==> config.mk <==
export PLATFORM = sky130hd
export DESIGN_NAME = alu_seq_ctrl
export DESIGN_NICKNAME = d
export VERILOG_FILES = /design/src/rtl/alu_pkg.sv /design/src/rtl/alu_slice.sv /design/src/rtl/alu_seq_ctrl.sv
export SDC_FILE = /design/constraint.sdc
export NUM_CORES = 1
export LEC_CHECK = 0
export ABC_AREA = 1
export CORE_ASPECT_RATIO = 1.4
export CORE_MARGIN = 2
export CORE_UTILIZATION = 52
export CTS_BUF_LIST = sky130_fd_sc_hd__clkbuf_8
export DETAILED_ROUTE_END_ITERATION = 7
export GPL_TIMING_DRIVEN = 0
export HOLD_SLACK_MARGIN = 0.05
export MAX_ROUTING_LAYER = met4
export PLACE_DENSITY = 0.8
export RECOVER_POWER = 50
export SYNTH_ARGS = -nofsm -noshare
export SYNTH_HDL_FRONTEND = slang
export SYNTH_SLANG_ARGS = --single-unit
==> constraint.sdc <==
create_clock -name clk -period 4.4 [get_ports clk]
set_input_delay 0.88 -clock clk [delete_from_list [all_inputs] [get_ports clk]]
set_output_delay 0.88 -clock clk [all_outputs]
set_load 0.02 [all_outputs]
==> src/rtl/alu_pkg.sv <==
// Shared definitions for the beat-sequenced ALU: opcode encodings, controller
// state enum and beat-count helpers.
package alu_pkg;

    // mode = 0 (arithmetic) opcodes
    localparam logic [2:0] OP_ADD = 3'b000;
    localparam logic [2:0] OP_SUB = 3'b100;
    localparam logic [2:0] OP_INC = 3'b110;

    // mode = 1 (logic) opcodes
    localparam logic [2:0] OP_AND = 3'b000;
    localparam logic [2:0] OP_OR  = 3'b001;
    localparam logic [2:0] OP_XOR = 3'b010;
    localparam logic [2:0] OP_NOT = 3'b011;

    typedef enum logic [1:0] {
        ST_IDLE = 2'd0,
        ST_EXEC = 2'd1,
        ST_DONE = 2'd2
    } state_e;

    function automatic int nbeat(input int dwidth, input int slice);
        return dwidth / slice;
    endfunction

    // Beat index width; a single-beat configuration still gets a 1-bit index.
    function automatic int beat_bits(input int n);
        return (n > 1) ? $clog2(n) : 1;
    endfunction

endpackage

==> src/rtl/alu_slice.sv <==
// Combinational SLICE-wide ALU used once per beat by alu_seq_ctrl.
// msb_cin is the carry into the slice MSB, used for the overflow flag on the final beat.
module alu_slice
    import alu_pkg::*;
#(
    parameter int SLICE = 32
) (
    input  logic [SLICE-1:0] op1,
    input  logic [SLICE-1:0] op2,
    input  logic             cin,
    input  logic [2:0]       opsel,
    input  logic             mode,
    output logic [SLICE-1:0] result,
    output logic             cout,
    output logic             msb_cin
);

    logic [SLICE:0]   sum;
    logic [SLICE-1:0] addend;

    always_comb begin
        addend  = '0;
        sum     = '0;
        result  = op1;
        cout    = 1'b0;
        msb_cin = 1'b0;
        if (!mode) begin
            if (opsel == OP_ADD || opsel == OP_SUB || opsel == OP_INC) begin
                // SUB and INC get their +1 through cin on the first beat.
                case (opsel)
                    OP_SUB:  addend = ~op2;
                    OP_INC:  addend = '0;
                    default: addend = op2;
                endcase
                sum     = {1'b0, op1} + {1'b0, addend} + {{SLICE{1'b0}}, cin};
                result  = sum[SLICE-1:0];
                cout    = sum[SLICE];
                msb_cin = op1[SLICE-1] ^ addend[SLICE-1] ^ sum[SLICE-1];
            end
        end else begin
            case (opsel)
                OP_AND:  result = op1 & op2;
                OP_OR:   result = op1 | op2;
                OP_XOR:  result = op1 ^ op2;
                OP_NOT:  result = ~op1;
                default: result = '0;
            endcase
        end
    end

endmodule

==> src/rtl/alu_seq_ctrl.sv <==
// Multi-beat ALU controller: captures a request, runs DWIDTH/SLICE beats through
// alu_slice LSB first, then holds the response until rsp_ready.
// Optional completed-response counter is built only when ALU_SEQ_PERF_EN is defined.
//
// Handshakes: a transfer happens on a rising clk edge where valid && ready are both 1;
// once valid is raised the producer holds it and its payload until that transfer.
module alu_seq_ctrl
    import alu_pkg::*;
#(
    parameter int DWIDTH = 128,
    parameter int SLICE  = 32
) (
    input  logic              clk,
    input  logic              rst_n,
    input  logic              req_valid,
    output logic              req_ready,
    input  logic [DWIDTH-1:0] op1,
    input  logic [DWIDTH-1:0] op2,
    input  logic [2:0]        opsel,
    input  logic              mode,
    output logic              rsp_valid,
    input  logic              rsp_ready,
    output logic [DWIDTH-1:0] result,
    output logic              c_flag,
    output logic              z_flag,
    output logic              o_flag,
    output logic              s_flag,
    input  logic              abort,
    output logic [31:0]       op_count,
    output logic [1:0]        state_dbg
);

    localparam int NBEAT = nbeat(DWIDTH, SLICE);
    localparam int BW    = beat_bits(NBEAT);
    localparam logic [BW-1:0] LAST_BEAT = BW'(NBEAT - 1);

    state_e            state_q, state_d;
    logic              ready_en_q;
    logic [BW-1:0]     beat_q;
    logic [DWIDTH-1:0] op1_q, op2_q, result_q;
    logic [2:0]        opsel_q;
    logic              mode_q, carry_q, z_acc_q;
    logic              c_q, z_q, o_q, s_q;

    logic              req_hs, rsp_hs, last_beat, is_arith, first_cin;
    logic [SLICE-1:0]  s_op1, s_op2, s_res;
    logic              s_cout, s_msb_cin;

    // req_ready stays low until the first clock after reset release.
    assign req_ready = (state_q == ST_IDLE) && ready_en_q;
    assign rsp_valid = (state_q == ST_DONE);
    assign req_hs    = req_valid && req_ready;
    assign rsp_hs    = rsp_valid && rsp_ready;
    assign last_beat = (beat_q == LAST_BEAT);
    assign state_dbg = state_q;

    assign first_cin = !mode && (opsel == OP_SUB || opsel == OP_INC);
    assign is_arith  = !mode_q && (opsel_q == OP_ADD || opsel_q == OP_SUB || opsel_q == OP_INC);

    assign s_op1 = op1_q[int'(beat_q) * SLICE +: SLICE];
    assign s_op2 = op2_q[int'(beat_q) * SLICE +: SLICE];

    assign result = result_q;
    assign c_flag = c_q;
    assign z_flag = z_q;
    assign o_flag = o_q;
    assign s_flag = s_q;

    alu_slice #(.SLICE(SLICE)) u_slice (
        .op1     (s_op1),
        .op2     (s_op2),
        .cin     (carry_q),
        .opsel   (opsel_q),
        .mode    (mode_q),
        .result  (s_res),
        .cout    (s_cout),
        .msb_cin (s_msb_cin)
    );

    always_ff @(posedge clk or negedge rst_n) begin
        if (!rst_n) begin
            state_q    <= ST_IDLE;
            ready_en_q <= 1'b0;
        end else begin
            state_q    <= state_d;
            ready_en_q <= 1'b1;
        end
    end

    always_comb begin
        state_d = state_q;
        case (state_q)
            ST_IDLE: if (req_hs) state_d = ST_EXEC;
            ST_EXEC: begin
                if (abort)          state_d = ST_IDLE;
                else if (last_beat) state_d = ST_DONE;
            end
            ST_DONE: if (rsp_ready) state_d = ST_IDLE;
            default: state_d = ST_IDLE;
        endcase
    end

    always_ff @(posedge clk or negedge rst_n) begin
        if (!rst_n) begin
            beat_q   <= '0;
            op1_q    <= '0;
            op2_q    <= '0;
            opsel_q  <= '0;
            mode_q   <= 1'b0;
            carry_q  <= 1'b0;
            z_acc_q  <= 1'b0;
            result_q <= '0;
            c_q      <= 1'b0;
            z_q      <= 1'b0;
            o_q      <= 1'b0;
            s_q      <= 1'b0;
        end else if (state_q == ST_IDLE) begin
            if (req_hs) begin
                op1_q    <= op1;
                op2_q    <= op2;
                opsel_q  <= opsel;
                mode_q   <= mode;
                carry_q  <= first_cin;
                beat_q   <= '0;
                z_acc_q  <= 1'b1;
                result_q <= '0;
                c_q      <= 1'b0;
                z_q      <= 1'b0;
                o_q      <= 1'b0;
                s_q      <= 1'b0;
            end
        end else if (state_q == ST_EXEC && !abort) begin
            result_q[int'(beat_q) * SLICE +: SLICE] <= s_res;
            carry_q <= s_cout;
            z_acc_q <= z_acc_q && (s_res == '0);
            if (last_beat) begin
                beat_q <= '0;
                c_q    <= s_cout;
                z_q    <= z_acc_q && (s_res == '0);
                o_q    <= is_arith && (s_msb_cin ^ s_cout);
                s_q    <= s_res[SLICE-1];
            end else begin
                beat_q <= beat_q + 1'b1;
            end
        end
    end

`ifdef ALU_SEQ_PERF_EN
    logic [31:0] op_count_q;

    always_ff @(posedge clk or negedge rst_n) begin
        if (!rst_n)
            op_count_q <= '0;
        else if (rsp_hs && op_count_q != 32'hFFFF_FFFF)
            op_count_q <= op_count_q + 32'd1;
    end

    assign op_count = op_count_q;
`else
    assign op_count = '0;
`endif

endmodule

# After elaboration in Yosys (flattened, before gate mapping)
# Index checks and enable logic that the tools add are counted.
[classes]
muxes = 42
addsub = 4
n_div = 0
reduce_logical = 22
n_lt_le_gt_ge = 0
n_shift = 4
eq_ne = 13
bitwise = 8
multipliers = 0
[ops]
columns = ["op", "count"]
rows = [
  ["$mux 128", 3],
  ["$shiftx 128x8->32", 2],
  ["$bwmux 128", 1],
  ["$mux 32", 4],
  ["$pmux 32 s4", 1],
  ["$shift 32x33->128 const A", 1],
  ["$shiftx 32x33->128", 1],
  ["$not 32->32", 2],
  ["$pmux 32 s2", 1],
  ["$add 32x32->33", 1],
  ["$add 33x1->33", 1],
  ["$neg 7->33", 1],
  ["$and 32x32->32", 1],
  ["$logic_not 32->1", 1],
  ["$or 32x32->32", 1],
  ["$xor 32x32->32", 1],
  ["$mux 1", 23],
  ["$mux 2", 8],
  ["$eq 3x3->1 const B", 4],
  ["$logic_and 1x1->1", 7],
  ["$eq 3x2->1 const B", 2],
  ["$pmux 2 s3", 1],
  ["$reduce_and 3->1", 2],
  ["$eq 2x2->1 const B", 2],
  ["13 further kinds", 21],
]
[totals]
elab_cells = 107
latch_bits = 0
inputBits = 265
memories = 0
reg_bits = 399
out_inout_bits = 168
ramBits = 0
romBits = 0

# Depth between registers and ports, before layout
[logic_depth]
word_depth = 15
mapped_depth = 30
depth_no_buf = 26

# Hierarchy
# A second synthesis with hierarchy kept.
[unflattened]
cells_unflattened = 3199
area_unflattened_um2 = 23123.4
[by_module_without_submodules]
columns = ["module", "seq_area_each_um2", "area_per_inst_um2", "n_inst", "cells_each"]
rows = [
  ["alu_seq_ctrl", 9984.6, 17941.0, 1, 2214],
  ["alu_slice", 0.0, 5182.5, 1, 985],
]

# Worst setup path after synthesis
# Ideal clock, no wire load.
[synth_timing]
path_kind = "register -> register"
from = "reg beat_q[0]"
to = "reg z_acc_q"
synth_period_minus_slack_ns = 3.785
arrival_ns = 3.707
path_stages_with_launch = 31
required_ns = 4.323
setup_time_ns = 0.077
setup_slack_ns = 0.615
cell_sequence = "dfrtp_1 -> buf_2 -> inv_2 -> buf_4 -> buf_2 -> clkbuf_1 -> nand2_1 -> nand3_1 -> nand2_1 -> inv_1 -> nand2_1 -> o21ai_0 -> fa_1 -> inv_1 -> fa_1 -> nand2_1 -> nand2_1 -> nand3_1 -> nand2_1 -> nand2_1 -> nand2_1 -> nand2_1 -> nand2_1 -> or2_2 -> nand3_1 -> nand2_1 -> nand2_1 -> nand2_1 -> nor2_1 -> nand3_1 -> a21oi_1"
[synth_via]
elab_chain_cells = 13
[synth_rtl]
columns = ["item", "line_no", "rtl"]
rows = [
  ["start: declaration", "alu_seq_ctrl.sv:39", "logic [BW-1:0] beat_q;"],
  ["start signal: assignment", "alu_seq_ctrl.sv:143", "beat_q <= beat_q + 1'b1;"],
  ["$shiftx 128x8->32", "alu_seq_ctrl.sv:61", "assign s_op2 = op2_q[int'(beat_q) * SLICE +: SLICE];"],
  ["$not 32->32", "alu_slice.sv:31", "OP_SUB: addend = ~op2;"],
  ["$pmux 32 s2", "alu_slice.sv:30", "case (opsel)"],
  ["$mux 32", "alu_slice.sv:28", "if (opsel == OP_ADD || opsel == OP_SUB || opsel == OP_INC) begin"],
  ["$mux 32", "alu_slice.sv:27", "if (!mode) begin"],
  ["$add 32x32->33", "alu_slice.sv:35", "sum = {1'b0, op1} + {1'b0, addend} + {{SLICE{1'b0}}, cin};"],
  ["$add 33x1->33", "alu_slice.sv:35", ""],
  ["$mux 32", "alu_slice.sv:28", ""],
  ["$mux 32 (*)", "alu_slice.sv:27", ""],
  ["$logic_not 32->1 (*)", "alu_seq_ctrl.sv:135", "z_acc_q <= z_acc_q && (s_res == '0);"],
  ["$logic_and 1x1->1 (*)", "alu_seq_ctrl.sv:135", ""],
  ["$mux 1 (*)", "alu_seq_ctrl.sv:132", "end else if (state_q == ST_EXEC && !abort) begin"],
  ["$mux 1 (*)", "alu_seq_ctrl.sv:117", "end else if (state_q == ST_IDLE) begin"],
  ["end signal: assignment", "alu_seq_ctrl.sv:135", ""],
  ["end: declaration", "alu_seq_ctrl.sv:42", "logic mode_q, carry_q, z_acc_q;"],
]
# Every way passes the cells marked *; elsewhere a longest branch is shown, timed or not. The select of a mux whose other input is x is not followed.
# A chain may end at the register's enable or synchronous reset.

# Worst setup path in the final report
[layout_timing]
from = "reg beat_q[0]"
to = "reg z_q (netlist: z_flag)"
[layout_via]
elab_chain_cells = 14
[layout_rtl]
columns = ["item", "line_no", "rtl"]
rows = [
  ["$shiftx 128x8->32", "alu_seq_ctrl.sv:61", ""],
  ["$not 32->32", "alu_slice.sv:31", ""],
  ["$pmux 32 s2", "alu_slice.sv:30", ""],
  ["$mux 32", "alu_slice.sv:28", ""],
  ["$mux 32", "alu_slice.sv:27", ""],
  ["$add 32x32->33", "alu_slice.sv:35", ""],
  ["$add 33x1->33", "alu_slice.sv:35", ""],
  ["$mux 32", "alu_slice.sv:28", ""],
  ["$mux 32", "alu_slice.sv:27", ""],
  ["$logic_not 32->1", "alu_seq_ctrl.sv:139", "z_q <= z_acc_q && (s_res == '0);"],
  ["$logic_and 1x1->1", "alu_seq_ctrl.sv:139", ""],
  ["$mux 1", "alu_seq_ctrl.sv:136", "if (last_beat) begin"],
  ["$mux 1", "alu_seq_ctrl.sv:132", ""],
  ["$mux 1", "alu_seq_ctrl.sv:117", ""],
  ["end signal: assignment", "alu_seq_ctrl.sv:139", ""],
  ["end: declaration", "alu_seq_ctrl.sv:43", "logic c_q, z_q, o_q, s_q;"],
]
# Parallel ways exist; a longest one is shown, timed or not. The select of a mux whose other input is x is not followed.

==> metrics.md <==
| Metric | Value |
|---|---|
| Residual DRC | `0` |
| Dominant cell type by area after synthesis | `dfrtp_1` |
| Unique masters post-synth | `41` |
| Core area | `43,020 sq um` |
| First-pass iteration count of the detailed router | `5` |
| Final setup fails | `0` |
| Achievable Freq | `233.9 MHz` |
| Post-route antenna net violation count | `0` |
| First-pass GRT wire length | `120,300 um` |
| Register area share after synthesis | `44.11%` |
| Synth Flop Type | `dfrtp_1` |
| Max Cap Viol | `1` |
| Synthesis-to-layout area growth | `28.80%` |
| Via count | `21.48k` |
| CP max FO | `10` |
| Async set or reset register ratio after synthesis | `100.0%` |
| Row cnt | `90` |
| Fin worst setup slack | `0.1244 ns` |
| Synth area leaders | `dfrtp_1, nand2_1, mux2_2` |
| Skew-Pair Late Insertion Delay | `0.65 ns` |
| Count of pins over their slew limit | `44` |
| Fill cell total of the finished layout | `3,503` |
| Post-DP HPWL | `62,070 um` |
| WP data arrival | `4.83 ns` |
| Vias in the first global route | `21.67k` |
| Post-DR wirelength/cell | `20.64 um` |
| Final Non-Filler Cells | `3,836` |
| Failing checks | `capacitance limit, slew limit` |
| Initial core utilization | `52.62%` |
| Die H | `250.9 um` |
| Total length of routed wires | `79,160 um` |
| Initial antenna violation count | `10` |
| Count of input and output buffers | `400` |
| Chip width | `180.3 um` |
| Vias per cell | `5.599` |
| Leading cell types in the layout, fill and taps excluded | `nand2_1, dfrtp_1, clkdlybuf4s50_1` |
| Post-Route Skew | `0.02052 ns` |
| Mapped Avg Cell Area | `8.313 sq um` |
| Number of synthesized flops with an enable pin | `0` |
| Total GRT Usage | `35.30%` |
| GPL Wtd Cong | `1.037` |
| Worst ir drop on vdd | `0.0003597 V` |
| Clk sinks | `399` |
| Hold crit path type | `reg -> reg` |
| YS warnings | `0` |
| CTS H-tree lvls | `2` |
| FF+latch count, synth | `399` |
| CTS tree | `done` |
| Crit path kind | `reg -> reg` |
| Layout Nets | `3,593` |
| Status | `finished with violations` |
| Slew @ Worst Pin | `2.564 ns` |
| Critical Path RT | `4.95 ns` |
| Hold Violations, Final | `0` |
| Placed insts | `3,709` |
| Leak pwr | `14.31 nW` |
| Ports | `433` |
| DP Area | `27,540 sq um` |
| Tcrit/Tclk final | `97.17%` |
| Clock slew seen by the registers of the worst setup and hold paths | `0.08 ns` |
| Initial drt markers | `1,557` |
| Largest net degree at the start of global routing | `129` |
| CTS Root Cell | `clkbuf_8` |
| Pwr dens | `598.7 nW/um^2` |
| Layout cells sized above 1 | `15.36%` |
| Cell area after layout | `29,160 sq um` |
| Hold Buf Count CTS | `0` |
| Mapped Cells | `2,723` |
| Die Footprint | `45,240 sq um` |
| Num CTS Buffers | `58` |
| Mapped Area | `22,640 sq um` |
| Gr ovfl total | `0` |
| Worst setup SP type | `flip-flop` |
| Proportion of netlist area held by the largest area contributor | `44.11%` |
| CTS Buffer Depth | `3` |
| Setup crit end kind | `flip-flop` |
| Final min period | `4.276 ns` |
| Pre-CTS WS | `-1.231 ns` |
| Slew HR | `-70.90%` |
| Commonest non-fill, non-tap cell in the layout | `nand2_1` |
[Yosys cell counts (15+ instances only)]
| library cell | count |
|---|---|
| a21oi_1 | 37 |
| nand4_1 | 15 |
| a22oi_1 | 19 |
| nand2_1 | 860 |
| buf_4 | 34 |
| inv_1 | 233 |
| ha_1 | 100 |
| nand3_1 | 204 |
| dfrtp_1 | 399 |
| mux2_2 | 256 |
| clkbuf_1 | 97 |
| o2111ai_1 | 18 |
| o21ai_0 | 231 |
| buf_2 | 28 |
| nor2_1 | 122 |
[routing by layer]
metal	vias up	track usage [%]	wire, um
met1	10228	37.93	28250
li1	9846	-	-
met2	1092	59.67	39400
met3	311	6.113	5681
met4	0	23.92	5834
met5	-	-	0
[cell families after synthesis]
logic type,after synthesis,share of synthesized area [%]
DFF,399,44.11
buffers and inverters,409,7.501
xor gates and xnor gates,1,0.03870
AOI/OAI and AO/OA,330,7.982
other,2,0.03318
adders and majority gates,102,5.704
muxes,256,12.73
and+or+nand+nor,1224,21.90
[what timing repair did]
action                                  4_1_cts  5_1_grt
buffers inserted                              1       10
endpoints found under the setup margin      117       60
gates resized for setup                      63       56
pin swaps                                     0        9
[state kept, by name (all words and copies together) (netlist names), 2 cells and up]
name	count
op1_q	128
op2_q	128
result	128
opsel_q	3
beat_q	2
state_dbg	2
[through the flow]
stage / util, % / setup TNS (ns) / power [W] / hold WS (ns)
floorplan: - / 0 / 0.01057 / 0.4798
global placement: 63.81 / -5674.40 / 0.01351 / 0.4657
detailed placement: 64.01 / -76.01 / 0.01373 / 0.4720
CTS: 67.37 / -0.01413 / 0.01709 / 0.1112
global route: 67.78 / -0.0007847 / 0.01858 / 0.4956
finish: 67.78 / 0 / 0.01746 / 0.4807
[area by class of cell]
class	instances	area [sq um]	area share, %
inverter	239	899.6	3.085
clock inverter	28	181.4	0.6222
antenna	10	25.02	0.08583
timing repair buffer	414	4146	14.22
buffer	168	920.9	3.158
tap	552	690.7	2.369
clock buffer	80	1101	3.776
sequential	399	9985	34.24
multi-input combinational	1946	11210	38.44
[where the power goes]
part           switching, W  internal [W]
combinational       0.00617       0.00325
clock               0.00147       0.00173
sequential         0.000445       0.00439
total               0.00809       0.00937
[critical path, stage by stage, from the launching register on]
cell and delay, ns:
dfrtp_1 0.44, buf_6 0.18, inv_4 0.06, buf_8 0.12, buf_12 0.14, buf_8 0.14, nand2_1 0.06, nand3_1 0.11
nand2_4 0.15, inv_2 0.07, nand2_1 0.07, o21ai_2 0.08, fa_2 0.40, inv_2 0.09, fa_2 0.43, a21oi_1 0.27
o21ai_1 0.11, nand2_1 0.15, nand2_1 0.07, inv_1 0.05, nand2_1 0.04, nor2_1 0.11, nand2_1 0.12, nor2_1 0.16
nand3_1 0.13, nor2_1 0.13, nand3_2 0.13, o21ai_1 0.15
[worst paths after layout]
check | startpoint | slack [ns] | cells past startpoint | to
worst max-delay path | beat_q[0] | 0.12 | 27 | z_flag
worst min-delay path | result[109] | 0.48 | 2 | result[109]
worst max register to register | beat_q[0] | 0.12 | 27 | z_flag
worst min register to register | result[109] | 0.48 | 2 | result[109]
max in group asynchronous | rst_n | 0.87 | 3 | op2_q[60]
min in group asynchronous | rst_n | 1.03 | 1 | result[105]
Power figures use the tool's default switching activity.
